## src/rtl/sram_arbiter_pkg.sv

```systemverilog
// Shared arbiter definitions: FSM state encodings, watchdog width and bus widths.
// No logic, so no latency or backpressure of its own.
`ifndef ADDRESS_LEN
`define ADDRESS_LEN 32
`endif
`ifndef REGISTER_LEN
`define REGISTER_LEN 32
`endif

package sram_arbiter_pkg;
   localparam int ADDR_W        = `ADDRESS_LEN;
   localparam int DATA_W        = `REGISTER_LEN;
   localparam int ARB_TIMEOUT_W = 8;

   typedef enum logic [1:0] {
      ARB_IDLE   = 2'd0,
      ARB_GRANT0 = 2'd1,
      ARB_GRANT1 = 2'd2
   } arb_state_t;

   typedef struct packed {
      logic              rd;
      logic              wr;
      logic [ADDR_W-1:0] addr;
      logic [DATA_W-1:0] wdata;
   } arb_req_t;

   // Both enables asserted together means a write.
   function automatic arb_req_t mk_req(input logic re, input logic we,
                                       input logic [ADDR_W-1:0] addr,
                                       input logic [DATA_W-1:0] wdata);
      arb_req_t r;
      r.wr    = we;
      r.rd    = re & ~we;
      r.addr  = addr;
      r.wdata = wdata;
      return r;
   endfunction
endpackage

```

## src/rtl/sram_arb_picker.sv

```systemverilog
// Combinational tie-break between two requesters; one-hot pick, zero latency, no backpressure.
// ARB_ROUND_ROBIN_EN selects round-robin ties; otherwise port 0 has fixed priority.
module sram_arb_picker (
   input  logic [1:0] req,
   input  logic       last_grant,
   output logic [1:0] pick
);
`ifdef ARB_ROUND_ROBIN_EN
   always_comb begin
      pick = 2'b00;
      if (req == 2'b11) begin
         pick = last_grant ? 2'b01 : 2'b10;
      end else begin
         pick = req;
      end
   end
`else
   logic unused_last_grant;
   assign unused_last_grant = last_grant;

   always_comb begin
      pick = 2'b00;
      if (req[0]) begin
         pick = 2'b01;
      end else if (req[1]) begin
         pick = 2'b10;
      end
   end
`endif
endmodule

```

## src/rtl/sram_arbiter.sv

```systemverilog
// Two-port arbiter for the SRAM controller; ctrl_* registered one cycle after the grant decision,
// losing/pending port held with ready low until completion or watchdog expiry (tie-break: ARB_ROUND_ROBIN_EN).
module sram_arbiter
   import sram_arbiter_pkg::*;
#(
   parameter int TIMEOUT_CYCLES = 255
) (
   input  logic              clk,
   input  logic              rst,
   input  logic              req0_read_enable,
   input  logic              req0_write_enable,
   input  logic [ADDR_W-1:0] req0_address,
   input  logic [DATA_W-1:0] req0_write_data,
   output logic [DATA_W-1:0] req0_read_data,
   output logic              req0_ready,
   input  logic              req1_read_enable,
   input  logic              req1_write_enable,
   input  logic [ADDR_W-1:0] req1_address,
   input  logic [DATA_W-1:0] req1_write_data,
   output logic [DATA_W-1:0] req1_read_data,
   output logic              req1_ready,
   output logic              ctrl_read_enable,
   output logic              ctrl_write_enable,
   output logic [ADDR_W-1:0] ctrl_address,
   output logic [DATA_W-1:0] ctrl_write_data,
   input  logic [DATA_W-1:0] ctrl_read_data,
   input  logic              ctrl_ready,
   output logic              grant,
   output logic              err_timeout
);
   localparam logic [ARB_TIMEOUT_W-1:0] TMO_LIM = ARB_TIMEOUT_W'(TIMEOUT_CYCLES);

   arb_state_t               state, state_nxt;
   arb_req_t                 cur_q;
   logic                     grant_q, last_q, err_q;
   logic [ARB_TIMEOUT_W-1:0] wdog_q;
   logic [DATA_W-1:0]        hold0_q, hold1_q;
   logic                     req0, req1;
   logic [1:0]               pick;
   logic                     in_grant, tmo, done, done0, done1;
   logic [DATA_W-1:0]        done_data;

   assign req0 = req0_read_enable | req0_write_enable;
   assign req1 = req1_read_enable | req1_write_enable;

   sram_arb_picker u_picker (
      .req        ({req1, req0}),
      .last_grant (last_q),
      .pick       (pick)
   );

   // A real completion wins over a watchdog expiry in the same cycle.
   assign in_grant  = (state != ARB_IDLE);
   assign tmo       = in_grant && !ctrl_ready && (wdog_q == TMO_LIM);
   assign done      = in_grant && (ctrl_ready || tmo);
   assign done0     = done && (state == ARB_GRANT0);
   assign done1     = done && (state == ARB_GRANT1);
   assign done_data = ctrl_ready ? ctrl_read_data : '0;

   always_ff @(posedge clk or negedge rst) begin
      if (!rst) begin
         state <= ARB_IDLE;
      end else begin
         state <= state_nxt;
      end
   end

   always_comb begin
      state_nxt = state;
      case (state)
         ARB_IDLE: begin
            if (pick[0]) begin
               state_nxt = ARB_GRANT0;
            end else if (pick[1]) begin
               state_nxt = ARB_GRANT1;
            end
         end
         ARB_GRANT0, ARB_GRANT1: begin
            if (done) begin
               state_nxt = ARB_IDLE;
            end
         end
         default: state_nxt = ARB_IDLE;
      endcase
   end

   always_ff @(posedge clk or negedge rst) begin
      if (!rst) begin
         cur_q   <= '0;
         grant_q <= 1'b0;
         last_q  <= 1'b1;
         wdog_q  <= '0;
         err_q   <= 1'b0;
         hold0_q <= '0;
         hold1_q <= '0;
      end else begin
         if (state == ARB_IDLE && state_nxt == ARB_GRANT0) begin
            cur_q   <= mk_req(req0_read_enable, req0_write_enable, req0_address, req0_write_data);
            grant_q <= 1'b0;
            last_q  <= 1'b0;
            wdog_q  <= '0;
         end else if (state == ARB_IDLE && state_nxt == ARB_GRANT1) begin
            cur_q   <= mk_req(req1_read_enable, req1_write_enable, req1_address, req1_write_data);
            grant_q <= 1'b1;
            last_q  <= 1'b1;
            wdog_q  <= '0;
         end else if (in_grant) begin
            if (done) begin
               cur_q.rd <= 1'b0;
               cur_q.wr <= 1'b0;
            end else begin
               wdog_q <= wdog_q + 1'b1;
            end
         end
         if (tmo) begin
            err_q <= 1'b1;
         end
         // A withdrawn request still completes, but its data is not kept.
         if (done0 && cur_q.rd && req0) begin
            hold0_q <= done_data;
         end
         if (done1 && cur_q.rd && req1) begin
            hold1_q <= done_data;
         end
      end
   end

   assign ctrl_read_enable  = cur_q.rd;
   assign ctrl_write_enable = cur_q.wr;
   assign ctrl_address      = cur_q.addr;
   assign ctrl_write_data   = cur_q.wdata;

   assign req0_ready     = !req0 || done0;
   assign req1_ready     = !req1 || done1;
   assign req0_read_data = done0 ? done_data : hold0_q;
   assign req1_read_data = done1 ? done_data : hold1_q;

   assign grant       = grant_q;
   assign err_timeout = err_q;
endmodule

```

## config.mk

```make
export PLATFORM = sky130hd
export DESIGN_NAME = sram_arbiter
export DESIGN_NICKNAME = d
export VERILOG_FILES = /design/src/rtl/sram_arbiter_pkg.sv /design/src/rtl/sram_arb_picker.sv /design/src/rtl/sram_arbiter.sv
export SDC_FILE = /design/constraint.sdc
export NUM_CORES = 1
export LEC_CHECK = 0
export BUFFER_PORTS_ARGS = -buffer_cell sky130_fd_sc_hd__buf_2
export CAP_MARGIN = 20
export CORE_MARGIN = 2
export CORE_UTILIZATION = 50
export CTS_CLUSTER_DIAMETER = 200
export DETAILED_ROUTE_END_ITERATION = 7
export PLACE_DENSITY = 0.83
export SLEW_MARGIN = 10
export SYNTH_ARGS = -nofsm -noshare
export SYNTH_HDL_FRONTEND = slang
export SYNTH_SLANG_ARGS = --single-unit
```

## constraint.sdc

```tcl
create_clock -name clk -period 4.4 [get_ports clk]
set_input_delay 1.1 -clock clk [delete_from_list [all_inputs] [get_ports clk]]
set_output_delay 1.1 -clock clk [all_outputs]
set_load 0.005 [all_outputs]
```

==> impl.org <==
** Clock tree
- The clock reaches the later pin of the worst-skew pair after 0.42 ns.
- TritonCTS built the clock tree.
- Number of post-CTS setup repair buffers :: 0
- Buffers inserted during clock tree synthesis total 17.
- Counting along the longest clock path gives a buffer depth of 2.
- Number of gates resized after cts :: 0
- CTS HTree Levels :: 4
- Hold buffer count at CTS :: 0
- Clock net sink count :: 142
- Clock-pin slew was measured on the worst setup and hold paths at 0.06 ns.
- Clk Tree Root Cell :: clkbuf_16

** Setup path
- For the worst setup path, the data arrival time is 2.91 ns.
- The worst setup path is of the reg2out kind.
- The number of buffers and inverters on the critical path is 4.
- Worst Path Required :: 3.30 ns
- The number of cells on the worst reg-to-reg path is 9.
- Element type at the critical path start :: flip-flop
- Walking the worst path, the cells encountered are inv_1, ha_1, buf_4, nand4b_1, o21bai_1, nand3_1, buf_12, mux2_2, buf_2.
- For this run, the slowest stage of the critical path takes 0.47 ns.
- Cell family with most CP delay :: buffers and inverters
- Worst path depth :: 9
- Endpoint type of the worst setup path :: output port
- Source of the critical timing path :: state[0]$_DFF_PN0_
- The worst register-to-register path begins at state[0]$_DFF_PN0_.
- Worst Path Max Fanout :: 31
- On the critical path, the stage with the largest delay is an instance of dfrtp_1.

** STA
- Clock skew on the completed layout was measured at 0.0110 ns.
- Measured against its own limit, the worst slew margin works out to 47.6%.
- After layout, the minimum clock period comes to 4.01 ns.
- For the final routed database, the setup TNS stands at 0 ns.
- Setup violations remaining at the end of the flow were counted as 0.
- Setup repair after global routing missed its margin :: no
- Count of final hold-check violations :: 0
- Final slew viol count :: 0
- Of the available clock period, the critical path in the final layout requires 91.1%.
- Maximum operating frequency :: 249 MHz
- For the pin with the worst max-slew slack, the measured transition is 0.786 ns.

** Cells and area
- After the last flow step, the layout net total stands at 1027.
- Area grow syn2layout :: 31.0%
- Share of layout cells above drive strength 1 :: 69.6%
- Post-Route Utilization :: 67.3%

** Pwr
- Summed over all cells, the static leakage comes to 5.03 nW.
- In this run the power spent charging and discharging nets is 0.00205 W.
- Of the total power, registers draw 31.9%.
- IR drop worst, VDD :: 392 uV
- Cell internal power was estimated by the tool at 0.00456 W.
- Switching power as a share of total power :: 31.0%
- Power spread over the standard cell area amounts to 673 nW/um^2.
- Combinational logic is responsible for 45.0% of the overall power.
- Total Power Consumption :: 0.00661 W
- Relative contribution of the clock network to total power :: 23.1%

** Global routing
- Aggregate global-route resource usage :: 23.7%
- Number of global-route vias before repair :: 5875
- For this run the aggregate overflow at the end of global routing stands at 0.
- Pin count of the biggest net entering global routing :: 87
- Wire length of the first global-routing pass :: 29900 um
- Number of antenna violations at the first check in global routing :: 2

** Die
- Core outline area :: 14600 sq um
- The floorplan step defined a die boundary enclosing 16000 sq um.
- Floorplan row count :: 44
- Pin placement for this block handled 301 I/O pins.
- DIE WIDTH :: 126 um
- From bottom edge to top edge, the die measures 126 um.
- Once the floorplan was initialized, standard cells occupied 51.4% of the core.

** Routing
- DRC :: 0
- Detailed-router iteration count before antenna repair :: 4
- DRC marker count from the first detailed-route iteration :: 229
- After detailed routing, the number of vias per cell comes to 5.29.
- In the final routed layout, each cell accounts on average for 17.7 um.
- ANT nets after route :: 0
- Total wirelength of the detailed-routed design :: 18600 um
- The detailed router placed 5570 vias in this run.

** Worst hold path
- Hold/Removal Path Class :: reg2reg
- The worst hold path begins at err_timeout$_DFFE_PN0P_.
- Cells on Worst Hold Path :: 1

** Synth
- The number of nets handed over by synthesis was 729.
- The most used flip-flop cell after synthesis is dfrtp_1.
- Mapped cell area :: 7490 sq um
- Sorting the synthesized cells by area gives the leading types as dfrtp_1, mux2_2, mux2_4.
- Number of flops mapped to enable cells by yosys :: 0
- Leading area contributor after synthesis :: dfrtp_1
- Of the post-synthesis cell area, the dominant cell type holds 47.4%.
- Mean instance size in the synthesized netlist :: 13.5 sq um
- Sequential cells were found to cover 47.4% of the synthesized design area.
- After synthesis, the share of flip-flops with an asynchronous set or reset is 100%.
- Total of flip-flops plus latches after synthesis :: 142
- After synthesis, the netlist uses 45 different library cells.
- Warnings from Yosys :: 0
- Synthesized netlist cell count :: 557

** Status
- Outcome :: complete, no violations

** Placement
- Port Buffers :: 300
- Half-perimeter wire length of the detailed placement result :: 13700 um
- The congestion estimate from routability-driven global placement came to 0.862.

** Run
- Across the run, the number of max-cap violations was 0.
## final timing paths
path	to	slack (ns)
max in group asynchronous	ctrl_write_data[5]$_DFFE_PN0P_	2.86
hold reg to reg	err_timeout$_DFFE_PN0P_	0.49
min in group asynchronous	hold0_q[19]$_DFFE_PN0P_	0.74
hold / removal	err_timeout$_DFFE_PN0P_	0.49
setup / recovery	req1_read_data[18]	0.39
setup reg to reg	ctrl_write_data[27]$_DFFE_PN0P_	1.14
## metrics by stage
step,setup slack [ns],instances,hold WS [ns],area (sq um)
global route,0.220,1051,0.508,9820
global placement,0.565,1020,0.478,9190
floorplan,0.882,557,0.466,7490
finish,0.390,1052,0.494,9820
detailed placement,0.488,1020,0.474,9190
CTS,0.403,1051,0.497,9820
## cell usage after synthesis, types with 4 or more instances
cell type	n
clkbuf_1	11
buf_4	11
mux2_4	16
o21ai_0	5
dfrtp_1	142
ha_1	5
buf_6	4
a21oi_1	4
and2_1	34
buf_2	6
nand2_1	9
nand3_1	10
nor2_1	8
mux2_2	240
inv_1	9
## cells in the final DEF (no fill, tap or decap), types with 5 or more instances in the layout
| cell | n |
|---|---|
| buf_2 | 299 |
| mux2_2 | 240 |
| dfrtp_1 | 142 |
| and2_1 | 34 |
| clkbuf_16 | 17 |
| mux2_4 | 16 |
| inv_1 | 9 |
| nand2_1 | 9 |
| nand3_1 | 9 |
| buf_4 | 8 |
| nor2_1 | 6 |
| o21ai_0 | 5 |
| ha_1 | 5 |
## logic make-up after synthesis
kind of cell / count (synthesis) / share of synthesized area (%)
multiplexers: 258 / 39.5
flip-flops: 142 / 47.4
AND/OR/NAND/NOR: 78 / 5.98
buffers and inverters: 43 / 3.22
AO/OA/AOI/OAI: 28 / 2.65
adder cells (fa/ha/maj): 5 / 0.835
XOR/XNOR: 3 / 0.351
## flip-flops by register name, indices dropped and copies added (netlist names)
register           cells
hold1_q               32
ctrl_write_data       32
state                  2
err_timeout            1
grant                  1
ctrl_read_enable       1
ctrl_write_enable      1
hold0_q               32
ctrl_address          32
wdog_q                 8
## cell type report
class | instances | area [sq um]
timing repair buffer | 312 | 1650
fill | 1110 | 4770
sequential | 142 | 3550
tap | 184 | 230
clock buffer | 25 | 495
antenna | 1 | 2.50
inverter | 10 | 37.5
clock inverter | 6 | 130
multi-input combinational | 372 | 3720
## power by group through the flow
stage          Sequential [W]  Clock [W]  Combinational (W)
3_5_place_dp          0.00212          0            0.00300
3_3_place_gp          0.00209          0            0.00292
4_1_cts               0.00211    0.00155            0.00301
2_1_floorplan         0.00210          0            0.00196
6_report              0.00211    0.00153            0.00298
5_1_grt               0.00217    0.00161            0.00321
## layer usage
layer,GRT usage [%],wire [um],part of all wire [%],up-vias
li1,-,-,-,2616
met1,29.1,7570,41,2732
met2,39.4,9440,51,177
met3,7.25,1090,5.8,43
met4,9.31,531,2.8,2
met5,0,14,0.075,-
Power figures use the tool's default switching activity.
